[config.mk]
export PLATFORM = sky130hd
export DESIGN_NAME = apb_cmd_queue
export DESIGN_NICKNAME = d
export VERILOG_FILES = /design/src/rtl/apb_cmd_queue.sv
export SDC_FILE = /design/constraint.sdc
export NUM_CORES = 1
export LEC_CHECK = 0
export BUFFER_PORTS_ARGS = -buffer_cell sky130_fd_sc_hd__buf_4
export CELL_PAD_IN_SITES_DETAIL_PLACEMENT = 1
export CELL_PAD_IN_SITES_GLOBAL_PLACEMENT = 1
export CORE_ASPECT_RATIO = 1.75
export CORE_MARGIN = 2
export CORE_UTILIZATION = 45
export DETAILED_ROUTE_END_ITERATION = 10
export PLACE_DENSITY = 0.76
export REMOVE_ABC_BUFFERS = 1
export SLEW_MARGIN = 10
export SYNTH_ARGS = -nofsm -noshare
export SYNTH_HDL_FRONTEND = slang
export SYNTH_SLANG_ARGS = --single-unit
[constraint.sdc]
create_clock -name clk -period 2.7 [get_ports clk]
set_input_delay 0.54 -clock clk [delete_from_list [all_inputs] [get_ports clk]]
set_output_delay 0.54 -clock clk [all_outputs]
set_load 0.01 [all_outputs]
[src/rtl/apb_cmd_queue.sv]
// Purpose: buffers host write/read commands and issues them one at a time to an APB master, watching the bus for completion.
// Latency: a command pushed into an empty idle queue raises newd one cycle later; issues are at least 3 cycles apart.
// Backpressure: cmd_ready drops while DEPTH entries are queued; a transfer stalled for TIMEOUT wait cycles is aborted.
module apb_cmd_queue #(
  parameter int AW      = 3,
  parameter int DW      = 5,
  parameter int DEPTH   = 4,
  parameter int TIMEOUT = 15
) (
  input  logic                         clk,
  input  logic                         rstn,
  input  logic                         cmd_valid,
  output logic                         cmd_ready,
  input  logic                         cmd_wr,
  input  logic [AW-1:0]                cmd_addr,
  input  logic [DW-1:0]                cmd_data,
  output logic                         wr,
  output logic                         newd,
  output logic [AW-1:0]                ain,
  output logic [DW-1:0]                din,
  input  logic                         psel,
  input  logic                         penable,
  input  logic                         pready,
  input  logic [DW-1:0]                prdata,
  output logic                         rsp_valid,
  output logic [DW-1:0]                rsp_data,
  output logic                         done,
  output logic                         timeout_err,
  output logic [$clog2(DEPTH+1)-1:0]   count,
  output logic                         busy
);

  localparam int CW = $clog2(DEPTH + 1);
  localparam int PW = (DEPTH > 1) ? $clog2(DEPTH) : 1;
  localparam int TW = (TIMEOUT > 1) ? $clog2(TIMEOUT + 1) : 1;
  localparam int EW = 1 + AW + DW;
  localparam logic [TW-1:0] TLAST = TW'(TIMEOUT - 1);

  typedef enum logic [1:0] {IDLE, ISSUE, WAIT} state_t;

  state_t          state, state_nxt;
  logic [EW-1:0]   mem [DEPTH];
  logic [PW-1:0]   wptr, rptr;
  logic [TW-1:0]   tcnt, tcnt_nxt;
  logic            push, pop;
  logic            wr_nxt, newd_nxt, done_nxt, terr_nxt, rsp_valid_nxt;
  logic [AW-1:0]   ain_nxt;
  logic [DW-1:0]   din_nxt, rsp_data_nxt;

  // Acceptance depends only on occupancy, never on a pop in the same cycle.
  assign cmd_ready = (count < CW'(DEPTH));
  assign push      = cmd_valid & cmd_ready;
  assign busy      = (state != IDLE);

  // Command storage; the entry is {wr, addr, data}.
  always_ff @(posedge clk) begin
    if (push) mem[wptr] <= {cmd_wr, cmd_addr, cmd_data};
  end

  // FIFO pointers and occupancy; simultaneous push and pop leave count unchanged.
  always_ff @(posedge clk or negedge rstn) begin
    if (!rstn) begin
      wptr  <= '0;
      rptr  <= '0;
      count <= '0;
    end else begin
      if (push) wptr <= wptr + PW'(1);
      if (pop)  rptr <= rptr + PW'(1);
      unique case ({push, pop})
        2'b10:   count <= count + CW'(1);
        2'b01:   count <= count - CW'(1);
        default: ;
      endcase
    end
  end

  // Transfer sequencing: issue the head, then wait for bus completion or timeout.
  always_comb begin
    state_nxt     = state;
    tcnt_nxt      = tcnt;
    wr_nxt        = wr;
    ain_nxt       = ain;
    din_nxt       = din;
    newd_nxt      = 1'b0;
    done_nxt      = 1'b0;
    terr_nxt      = 1'b0;
    rsp_valid_nxt = 1'b0;
    rsp_data_nxt  = rsp_data;
    pop           = 1'b0;
    unique case (state)
      IDLE: begin
        if (count != '0) begin
          {wr_nxt, ain_nxt, din_nxt} = mem[rptr];
          newd_nxt  = 1'b1;
          state_nxt = ISSUE;
        end
      end
      ISSUE: begin
        tcnt_nxt  = '0;
        state_nxt = WAIT;
      end
      WAIT: begin
        if (psel & penable & pready) begin
          pop       = 1'b1;
          done_nxt  = 1'b1;
          state_nxt = IDLE;
          if (!wr) begin
            rsp_valid_nxt = 1'b1;
            rsp_data_nxt  = prdata;
          end
        end else if (tcnt == TLAST) begin
          pop       = 1'b1;
          done_nxt  = 1'b1;
          terr_nxt  = 1'b1;
          state_nxt = IDLE;
        end else begin
          tcnt_nxt = tcnt + TW'(1);
        end
      end
      default: state_nxt = IDLE;
    endcase
  end

  // Registered state and outputs; master command lines hold their value while idle.
  always_ff @(posedge clk or negedge rstn) begin
    if (!rstn) begin
      state       <= IDLE;
      tcnt        <= '0;
      wr          <= 1'b0;
      ain         <= '0;
      din         <= '0;
      newd        <= 1'b0;
      done        <= 1'b0;
      timeout_err <= 1'b0;
      rsp_valid   <= 1'b0;
      rsp_data    <= '0;
    end else begin
      state       <= state_nxt;
      tcnt        <= tcnt_nxt;
      wr          <= wr_nxt;
      ain         <= ain_nxt;
      din         <= din_nxt;
      newd        <= newd_nxt;
      done        <= done_nxt;
      timeout_err <= terr_nxt;
      rsp_valid   <= rsp_valid_nxt;
      rsp_data    <= rsp_data_nxt;
    end
  end

endmodule
==> metrics.csv, run 1 <==
metric;value;unit
run_status;finished clean;
clock-skew-final;0.007221;ns
max_slew.worst_pin.slew;0.6522;ns
worstSetupStartpointType;register;
placedInstanceArea;3177;sq um
max_stage_delay;0.44;ns
ir_drop;0.5687;mV
synth.distinct_cells;34;
ys_async_sr_fraction;0.4627;
grt_usage;0.1772;
r2r-start;tcnt[0];
final_max_slew_viol_count;0;
postCtsHoldBufs;0;
end_kind;register;
cp.required;2.97;ns
min_period;2.417;ns
syn2layout_area_growth;22.69;%
cts_post_setup_buffers_inserted;0;
grt_overflow;0;
p_leak;1.413;nW
ys.flop_type;edfxtp_1;
nNetsFinal;247;
syn_area;2779;sq um
vias_per_cell;5.311;
drv_cap;0;
numCtsBuffers;9;
antennaDiodeCount;0;
synth-seq-area-share;0.6682;
grt_pass1_wl;8.707;mm
crit_cells;10;
die_h;108.0;um
finalCritPeriodShare;0.8952;
powerDensity;1078;nW/um^2
max_freq;413.7;MHz
max-clock-path-buffers;2;
hpwlAfterDp;3.936;mm
finalHoldViolations;0;
yosysWarnings;0;
cts_tree;built;
core_area;5926;sq um
drc;0;
initial_core_util;0.4690;
crit_start;tcnt[0];
port_buffers;42;
rsz0062_at_grt;false;
final_common_cell;buf_4;
drt-pass1-iter-count;4;
clock_sinks;67;
setup_viol;0;
wl_per_cell;18.07;um
ys_ff_latch;67;
cts.repair.resized;0;
dieArea;6845;sq um
fin_setup_tns;0;ns
reg2reg_slack;0.28;ns
critPathKind;register to register;
antenna_found_initial;0;
crit_path_max_fanout;6;
htree_levels;3;
gp_congestion;0.6960;
synthCells;166;
slowest_stage;dfrtp_1;
die_x;63.41;um
cts-root-buf;clkbuf_8;
first_global_vias;1710;
syn_avg_cell_area;16.74;sq um
ant_nets;0;
critical_path.endpoint;count[2];
drt_iter0_drc;53;
arrival;2.69;ns
cts.clk_slew.worst_paths;0.07;ns
cp_num_buf_inv;2;
crit_family;adder cells;
layout_common_cells;buf_4 (44), edfxtp_1 (36), dfrtp_1 (31), mux2_2 (15), inv_1 (12);
synth_edf_count;36;
relSlewSlack;0.5652;
drive_above_1_share;0.3665;
critical_path.cell_chain;inv_1, ha_1, nand3_1, a21boi_0, ha_1, inv_1, fa_1, xor2_1, nor2_1, xnor2_1;
rr_worst_depth;10;
rows;37;
clock_latency;0.34;ns
worst_r2r_endpoint;count[2];
via_count;1588;
hold_class;input pin to asynchronous set/reset pin;
ioPinCount;43;
final_cell_area;3410;sq um
routed_wl;5.403;mm
grt_max_degree;32;
==> sequential cells by signal, summed over array words and instances, names as in the netlist <==
| register | cells |
|---|---|
| din | 5 |
| timeout_err | 1 |
| wr | 1 |
| wptr | 2 |
| rsp_data | 5 |
| mem | 36 |
| tcnt | 4 |
| rptr | 2 |
| newd | 1 |
| rsp_valid | 1 |
| ain | 3 |
| done | 1 |
| count | 3 |
| state | 2 |
==> Yosys cell counts (3+ instances only) <==
| cell type | count | area, sq um |
|---|---|---|
| and2_1 | 4 | 25.02 |
| nor2b_1 | 3 | 18.77 |
| xnor2_1 | 4 | 35.03 |
| ha_1 | 10 | 125.1 |
| o21ai_0 | 3 | 15.01 |
| mux4_2 | 8 | 180.2 |
| dfrtp_1 | 31 | 775.7 |
| a31oi_1 | 4 | 25.02 |
| mux2_2 | 15 | 168.9 |
| nand3_1 | 3 | 15.01 |
| inv_1 | 12 | 45.04 |
| edfxtp_1 | 36 | 1081 |
| and3_1 | 5 | 31.28 |
==> metrics by stage <==
step,worst slack [ns],utilization,power [mW],std cells,hold slack (ns)
3_3_place_gp,0.4319,0.5361,2.662,283,0.4930
6_report,0.2830,0.5754,3.677,299,0.1275
3_5_place_dp,0.2577,0.5361,2.754,283,0.4998
5_1_grt,0.07122,0.5754,3.894,299,0.1453
2_1_floorplan,0.5145,-,2.246,161,0.2444
4_1_cts,0.2815,0.5754,3.738,299,0.1256
==> final cells by class <==
| class | instances | area [sq um] |
|---|---|---|
| clock buffers | 11 | 131.4 |
| clock inverters | 5 | 101.3 |
| fillers | 602 | 2516 |
| inverters | 12 | 45.04 |
| multi-input cells | 82 | 847.1 |
| flip-flops and latches | 67 | 1857 |
| well taps | 78 | 97.59 |
| repair buffers | 44 | 330.3 |
==> power by group <==
group,leakage [nW],total (mW),switching [mW],internal [mW]
clock network,0.111,0.967,0.356,0.611
registers,0.714,1.57,0.215,1.35
logic,0.588,1.14,0.513,0.628
total,1.41,3.68,1.08,2.59
==> worst min path at each step <==
stage | start | end | slack (ns) | depth (start not counted)
3_5_place_dp | ain[0] | ain[0] | 0.50 | 1
4_1_cts | rstn | tcnt[0] | 0.13 | 1
2_1_floorplan | rstn | ain[0] | 0.24 | 0
3_3_place_gp | rstn | tcnt[0] | 0.49 | 1
5_1_grt | rstn | done | 0.15 | 1
6_report | rstn | done | 0.13 | 1
==> routing by layer <==
layer / up-vias / track usage / share of wire
li1: 718 / - / -
met1: 817 / 0.1713 / 0.36
met2: 40 / 0.3278 / 0.57
met3: 13 / 0.03746 / 0.036
met4: 0 / 0.1227 / 0.033
met5: - / 0 / 0
==> cell families after synthesis <==
logic type                 Yosys count  synth area share
DFF                                 67            0.6682
muxes                               25            0.1387
and+or+nand+nor                     25           0.05808
buffers and inverters               17           0.02701
AOI/OAI and AO/OA                   15           0.03692
adders and majority gates           11           0.05223
xor gates and xnor gates             6           0.01891
(Power assumes the default switching activity.)
==> inputs of run 2 (changes only) <==
Settings changed: CORE_ASPECT_RATIO 1.75 to 2, RECOVER_POWER set to 100.
==> run 2 against run 1 <==
  * Largest cell class unchanged
  * Non-clock buffer count down 1
  * Clock skew down 0.0022 ns
  * Register-to-register slack about the same
  * Critical path depth down 1
  * Hold slack better by 0.32 ns
  * Core utilization down 2.3 points
  * Sequential cell count unchanged
  * Sequential power about the same
  * Critical endpoint unchanged
  * The run now ends with max-capacitance violations, max-slew violations left
  * Design area down 2.8%
  * Worst setup slack better by 0.012 ns
  * Fmax up 0.48%
==> metrics.csv, run 2 (same netlist as run 1, synthesis figures left out) <==
metric;value;unit;change
critical_path.cell_chain;inv_1, ha_1, a21boi_0, ha_1, inv_1, fa_1, xor2_1, nor2_1, xnor2_1;;
setup_viol;0;;unchanged
slowest_stage;ha_1;;
die_h;115.1;um;+6.6%
regMostFlops;mem;;
first_global_vias;1788;;+4.6%
p_leak;1.308;nW;-7.4%
seqCellArea;1857;sq um;unchanged
reg.largest.list;mem x36, din x5, rsp_data x5;;
fin_setup_tns;0;ns;unchanged
drt-pass1-iter-count;4;;unchanged
cts.clk_slew.worst_paths;0.05;ns;-0.02 ns
violations;max-capacitance violations, max-slew violations;;
finalHoldViolations;0;;unchanged
run_status;finished with violations;;
via_count;1542;;-2.9%
numCtsBuffers;9;;unchanged
rsz0062_at_grt;false;;
gp_congestion;0.7236;;+4.0%
worstSetupStartpointType;register;;
hold-path-endpoint;rsp_data[0];;
final_common_cell;edfxtp_1;;
port_buffers;42;;unchanged
r2r-start;state[0];;
initial_core_util;0.4627;;-0.006253
grt_max_degree;32;;unchanged
finalCritPeriodShare;0.8909;;-0.004320
rows;40;;+8.1%
syn2layout_area_growth;19.32;%;
drive_above_1_share;0.2136;;-0.1529
crit_path_max_fanout;13;;+7
num-fill-cells;590;;-2.0%
worst_r2r_endpoint;count[2];;
cp.required;2.95;ns;-0.02 ns
postCtsHoldBufs;0;;unchanged
preCtsSetupSlack;0.2513;ns;-0.006407 ns
powerDensity;1130;nW/um^2;+4.8%
core_area;6006;sq um;+1.4%
hold_class;input pin to register;;
end_kind;register;;
min_from;prdata[0];;
wl_per_cell;19.54;um;+8.1%
max_stage_delay;0.39;ns;-0.05 ns
drc;0;;unchanged
clock-skew-final;0.004975;ns;-0.002246 ns
antennaDiodeCount;0;;unchanged
min_period;2.405;ns;-0.01167 ns
max_slew.worst_pin.slew;1.681;ns;+1.028 ns
drv_cap;1;;+1
grt_pass1_wl;8.894;mm;+2.1%
max_freq;415.7;MHz;+0.48%
rr_worst_depth;9;;-1
cts.repair.resized;0;;unchanged
clock_latency;0.33;ns;about the same
whs_path_depth;2;;
grt_usage;0.1839;;+0.006651
nNetsFinal;246;;-0.40%
max-clock-path-buffers;2;;unchanged
drt_iter0_drc;42;;-21%
layout_common_cells;edfxtp_1 (36), clkbuf_1 (34), dfrtp_1 (31), mux2_2 (15), inv_1 (12);;
final_max_slew_viol_count;32;;+32
finalWorstSetupSlack;0.2947;ns;+0.01166 ns
clock_sinks;67;;unchanged
hpwlAfterDp;4.013;mm;+2.0%
reg2reg_slack;0.29;ns;about the same
arrival;2.65;ns;-0.04 ns
largest_reg_flops;36;;unchanged
relSlewSlack;-0.1204;;-0.6856
ioPinCount;43;;unchanged
dieArea;6858;sq um;+0.19%
routed_wl;5.530;mm;+2.4%
ir_drop;0.5563;mV;-2.2%
ant_nets;0;;unchanged
cts-root-buf;clkbuf_16;;
cts_tree;built;;
grt_overflow;0;;unchanged
multiInputGateArea;835.8;sq um;-1.3%
vias_per_cell;5.449;;+2.6%
critPathKind;register to register;;
cts_post_setup_buffers_inserted;0;;unchanged
die_x;59.57;um;-6.1%
htree_levels;3;;unchanged
antenna_found_initial;0;;unchanged
run 2: changes by cell type in the layout (fill, tap and decap cells not counted), sizes merged:
cell	before	now
buf	44	9
clkbuf	11	44
clkinv	1	5
bufinv	3	1
clkinvlp	1	0
run 2: report_power, final:
group / total, mW / leakage [nW] / internal, mW / switching [mW]
logic: 1.02 / 0.444 / 0.496 / 0.528
registers: 1.56 / 0.714 / 1.36 / 0.208
clock network: 1.16 / 0.150 / 0.738 / 0.420
total: 3.75 / 1.31 / 2.59 / 1.16
run 2: worst max path at each step:
| stage | cells past startpoint | end | slack, ns | start |
|---|---|---|---|---|
| after global placement | 9 | count[2] | 0.42 | pready |
| after CTS | 9 | count[2] | 0.22 | state[0] |
| after global routing | 9 | count[2] | 0.05 | state[0] |
| final | 9 | count[2] | 0.29 | state[0] |
| after floorplan | 9 | count[2] | 0.51 | state[0] |
| after detailed placement | 9 | count[2] | 0.25 | state[0] |
run 2: area by class of cell:
type                       count  area share
sequential                    67      0.5600
multi-input combinational     82      0.2521
clock buffer                  10     0.07208
timing repair buffer          43     0.05887
tap                           63     0.02377
clock inverter                 6     0.01962
inverter                      12     0.01358
run 2: critical path: cells and delay by family, from the launching register on:
kind            cells  cell delay [ns]
fa+ha+maj           3             1.01
flops               1             0.38
compound gates      1             0.31
xor+xnor            2             0.30
buf+inv             2             0.17
simple gates        1             0.16
run 2: per-stage QoR:
step	util	instance area [sq um]	total power, mW	hold WS (ns)	std cells
CTS	0.5752	3455	3.946	0.1467	283
global placement	0.5246	3151	2.661	0.4885	267
detailed placement	0.5246	3151	2.767	0.4968	267
floorplan	-	2749	2.246	0.2444	161
global route	0.5521	3316	3.965	0.4364	283
finish	0.5521	3316	3.746	0.4448	283
run 2: layer usage:
layer | wire length [um] | GRT usage | up-vias
li1 | - | - | 717
met2 | 3232 | 0.3348 | 35
met4 | 77 | 0.07556 | 0
met3 | 208 | 0.05399 | 6
met5 | 0 | 0 | -
met1 | 2012 | 0.1882 | 784
